File: config.mk
export PLATFORM = sky130hd
export DESIGN_NAME = stream_arbiter
export DESIGN_NICKNAME = d
export VERILOG_FILES = /design/src/rtl/stream_arbiter.sv
export SDC_FILE = /design/constraint.sdc
export NUM_CORES = 1
export LEC_CHECK = 0
export ABC_AREA = 1
export BUFFER_PORTS_ARGS = -buffer_cell sky130_fd_sc_hd__buf_2
export CELL_PAD_IN_SITES_DETAIL_PLACEMENT = 0
export CELL_PAD_IN_SITES_GLOBAL_PLACEMENT = 1
export CORE_MARGIN = 2
export CORE_UTILIZATION = 30
export CTS_CLUSTER_DIAMETER = 60
export DETAILED_ROUTE_END_ITERATION = 6
export PLACE_DENSITY = 0.93
export RECOVER_POWER = 100
export REMOVE_ABC_BUFFERS = 1
export SETUP_SLACK_MARGIN = 0.15
export SLEW_MARGIN = 10
export SYNTH_ARGS = -nofsm -noshare
export SYNTH_HDL_FRONTEND = slang
export SYNTH_SLANG_ARGS = --single-unit
File: constraint.sdc
create_clock -name clk -period 2.2 [get_ports clk]
set_clock_uncertainty 0.05 [all_clocks]
set_input_delay 0.66 -clock clk [delete_from_list [all_inputs] [get_ports clk]]
set_output_delay 0.66 -clock clk [all_outputs]
set_load 0.005 [all_outputs]
File: src/rtl/stream_arbiter.sv
// Round-robin N:1 stream arbiter with an IDLE/ACCEPT/SEND handshake FSM and an aggregated exception flag.
// Define STREAM_ARBITER_FIXED_PRIORITY_EN to grant the lowest-indexed requester instead of round-robin.
module stream_arbiter #(
  parameter int unsigned WIDTH      = 32,
  parameter int unsigned CHANNELS   = 4,
  parameter int unsigned EXC_STICKY = 1
) (
  input  logic                        clk,
  input  logic                        rst,
  input  logic [CHANNELS*WIDTH-1:0]   input_in,
  input  logic [CHANNELS-1:0]         input_in_stb,
  output logic [CHANNELS-1:0]         input_in_ack,
  output logic [WIDTH-1:0]            output_out,
  output logic [$clog2(CHANNELS)-1:0] output_out_chan,
  output logic                        output_out_stb,
  input  logic                        output_out_ack,
  input  logic [CHANNELS-1:0]         exception_in,
  output logic                        exception
);

  localparam int unsigned CW = $clog2(CHANNELS);

  localparam logic [1:0] ST_IDLE   = 2'd0;
  localparam logic [1:0] ST_ACCEPT = 2'd1;
  localparam logic [1:0] ST_SEND   = 2'd2;

  logic [1:0]          state_q, state_d;
  logic [CW-1:0]       grant_q, grant_d;
  logic [CW-1:0]       last_q, last_d;
  logic [CW-1:0]       chan_q, chan_d;
  logic [CHANNELS-1:0] ack_q, ack_d;
  logic [WIDTH-1:0]    data_q, data_d;
  logic                ostb_q, ostb_d;
  logic                exc_q, exc_d;
  logic [CW-1:0]       pick_c;
  logic [WIDTH-1:0]    sel_data_c;

`ifdef STREAM_ARBITER_FIXED_PRIORITY_EN
  // Lowest-indexed requester wins; scanning downward leaves the smallest index.
  always_comb begin
    pick_c = '0;
    for (int i = int'(CHANNELS) - 1; i >= 0; i--) begin
      if (input_in_stb[i]) pick_c = CW'(i);
    end
  end
`else
  logic [CW-1:0] idx_c;

  // Round-robin: nearest requester above last_grant wins, so scan from the farthest offset down.
  always_comb begin
    pick_c = '0;
    idx_c  = '0;
    for (int i = int'(CHANNELS); i >= 1; i--) begin
      idx_c = CW'((int'(last_q) + i) % int'(CHANNELS));
      if (input_in_stb[idx_c]) pick_c = idx_c;
    end
  end
`endif

  // Data of the currently granted channel.
  always_comb begin
    sel_data_c = '0;
    for (int unsigned k = 0; k < CHANNELS; k++) begin
      if (grant_q == CW'(k)) sel_data_c = input_in[k*WIDTH +: WIDTH];
    end
  end

  // Next-state and output logic.
  always_comb begin
    state_d = state_q;
    grant_d = grant_q;
    last_d  = last_q;
    chan_d  = chan_q;
    data_d  = data_q;
    ostb_d  = ostb_q;
    ack_d   = '0;
    exc_d   = (EXC_STICKY != 0) ? (exc_q | (|exception_in)) : (|exception_in);
    case (state_q)
      ST_IDLE: begin
        if (|input_in_stb) begin
          grant_d        = pick_c;
          ack_d[pick_c]  = 1'b1;
          state_d        = ST_ACCEPT;
        end
      end
      ST_ACCEPT: begin
        if (input_in_stb[grant_q]) begin
          data_d  = sel_data_c;
          chan_d  = grant_q;
          ostb_d  = 1'b1;
          state_d = ST_SEND;
        end else begin
          state_d = ST_IDLE;
        end
      end
      ST_SEND: begin
        if (output_out_ack) begin
          ostb_d  = 1'b0;
          last_d  = grant_q;
          state_d = ST_IDLE;
        end
      end
      default: state_d = ST_IDLE;
    endcase
  end

  always_ff @(posedge clk or negedge rst) begin
    if (!rst) begin
      state_q <= ST_IDLE;
      grant_q <= '0;
      last_q  <= CW'(CHANNELS - 1);
      chan_q  <= '0;
      data_q  <= '0;
      ostb_q  <= 1'b0;
      ack_q   <= '0;
      exc_q   <= 1'b0;
    end else begin
      state_q <= state_d;
      grant_q <= grant_d;
      last_q  <= last_d;
      chan_q  <= chan_d;
      data_q  <= data_d;
      ostb_q  <= ostb_d;
      ack_q   <= ack_d;
      exc_q   <= exc_d;
    end
  end

  assign input_in_ack    = ack_q;
  assign output_out      = data_q;
  assign output_out_chan = chan_q;
  assign output_out_stb  = ostb_q;
  assign exception       = exc_q;

endmodule

==> flow_summary.yaml <==
cts:
  post_cts_resized: 0
  cts_buffer_depth: 2
  cts_setup_buffers: 0
  root_buffer: "clkbuf_8"
  htreeDepth: 2
  clock_latency_ns: 0.29
  cts_inserted_buffers: 5
  clk_pin_slew_worst_paths_ns: 0.08
  clock-sinks: 46
  ctsHoldBuffers: 0
  cts_tree: "done"
synth:
  synthAdderAreaFrac: 0
  synth_top_family_by_area: "simple AND/OR/NAND/NOR gates"
  yosysSeqAreaShare: 0.444
  synthXorXnorAreaFrac: 0
  netlist_instances: 353
  synth_area_leaders: "dfrtp_1 (42%), nand2_1 (21%), a221oi_1 (11%)"
  synth_top_cell_by_area: "dfrtp_1"
  syn_area_per_cell_um2: 7.35
  netlist_area_um2: 2600
  netlist.area_leader.share: 0.424
  ys_warn_count: 0
  synth_compound_area_frac: 0.193
  synthSimpleGateAreaFrac: 0.299
  synth_cell_types: 18
  yosys_register_bits: 46
  synthMuxAreaShare: 0
place:
  portBuffers: 178
  dp_hpwl_um: 6610
  place_area_um2: 3620
  dp_cells: 622
  place_ws_ns: 0.295
  gp_congestion: 0.765
global_route:
  grt_max_degree: 37
  grt_overflow: 0
  grt_pass1_wl_um: 13800
  grt_pass1_vias: 3010
  grt.total_usage: 0.175
  antenna_found_initial: 0
sta:
  fin_crit_sh: 0.822
  worst_hold_slack_ns: 0.361
  finalSetupViolCount: 0
  slew_violations: 0
  min_period_ns: 1.81
  rsz0062_at_grt: "false"
  setup_ws_ns: 0.392
  relSlewSlack: 0.485
  fmax_mhz: 553
  hold_viol_final: 0
  worst_pin_slew_ns: 0.772
  setup_tns_ns: 0
floorplan:
  start_util: 0.313
  fp.dieW_um: 97.0
  io_pins: 179
  fp.dieH_um: 97.0
  dieArea_um2: 9410
  coreArea_um2: 8300
  rows: 33
final_layout:
  final_cells: 630
  final_core_util: 0.442
  syn2layout_area_growth_pct: 41.2
  nNetsFinal: 663
  insertedDiodeCount: 0
  final_area_um2: 3670
  final_layout_size_suffix_gt1_frac: 0.318
pwr:
  power_density_nw_per_um2: 1230
  vdd_drop_max_uv: 485
  p_total_mw: 4.51
  leakage_nw: 1.98
drt:
  ant_nets: 0
  wirelength_um: 8420
  drc: 0
  drt_first_iter_violations: 131
  drt-pass1-iter-count: 4
  wl_per_cell_um: 13.4
  num_vias: 3077
  via_per_inst: 4.88
status:
  outcome: "completed"
setup_path:
  reg2reg_to: "output_out[7]"
  required_ns: 2.36
  crit_start: "grant_q[1]"
  crit_path_start_kind: "flip-flop"
  r2r_slack_ns: 0.39
  rr_worst_depth: 6
  r2r-start: "grant_q[1]"
  critical_path_class: "flip-flop to flip-flop"
  critPathMaxFanout: 35
  endpoint: "output_out[7]"
  endpoint_kind: "flip-flop"
  arrival_ns: 1.97
worst_hold_path:
  hold_class: "input port to async pin"
flow_run:
  cap_viol_max_count: 0
[worst min-delay path by stage]
| stage | startpoint | to |
|---|---|---|
| finish | rst | output_out[18] |
| CTS | rst | output_out[18] |
| detailed placement | output_out[31] | output_out[31] |
| global placement | exception | exception |
| global route | rst | output_out[18] |
| floorplan | rst | exception |
[layout by cell type, fill, tap and decap left out]
cell type / n
clkinv_2: 1
buf_2: 146
nand2_1: 142
o21ai_1: 2
dfstp_2: 1
clkbuf_1: 34
inv_2: 1
nand3_1: 39
nor2_2: 2
a221oi_1: 32
o21ai_0: 38
nand4_1: 1
inv_1: 15
dfrtp_1: 44
buf_4: 5
nor3_1: 1
buf_12: 2
o31ai_1: 1
a21oi_1: 1
dfstp_1: 1
nor2_1: 7
clkbuf_8: 6
o21ai_4: 1
clkbuf_2: 2
[flip-flops by register name, indices dropped and copies added (netlist names)]
register and count:
output_out_chan 2, state_q 2, grant_q 2, input_in_ack 4
output_out 32, output_out_stb 1, last_q 2, exception 1
[final cells by class]
class	instances	area, um^2
Sequential cell	46	1150
Multi-Input combinational cell	267	1290
Tap cell	105	131
Inverter	16	60.1
Clock inverter	1	5.00
Clock buffer	7	86.3
Fill cell	872	4630
Timing Repair Buffer	188	942
[kinds of logic after synthesis]
logic type,count (synthesis)
buffers and inverters,40
AOI/OAI and AO/OA,75
and+or+nand+nor,192
DFF,46
[routing by layer]
layer,GRT usage,vias up,part of all wire
met4,0.0737,0,0.022
met3,0.0303,15,0.077
met2,0.308,144,0.48
met1,0.211,1371,0.42
met5,0,-,0
li1,-,1547,-
[worst max-delay path, stage by stage, from the launching register on]
cell and delay [ns]:
dfrtp_1 0.44, inv_2 0.08, clkbuf_2 0.58, nand3_1 0.22, nand2_1 0.12, a221oi_1 0.05
o21ai_0 0.18
[synth_stat cells]
library cell	count
a21oi_1	1
a221oi_1	32
buf_2	12
clkbuf_1	12
dfrtp_1	44
dfstp_2	2
inv_1	15
inv_2	1
nand2_1	142
nand3_1	39
nand4_1	1
nor2_1	8
nor2_2	1
nor3_1	1
o21ai_0	5
o21ai_1	35
o21ai_2	1
o31ai_1	1
[where the power goes]
group	leakage, nW	internal, mW	switching (mW)	total, mW
clock network	0.0482	0.253	0.262	0.516
registers	0.575	1.21	0.230	1.44
logic	1.36	0.977	1.57	2.55
Note: power is estimated with default switching activity, not from simulation.
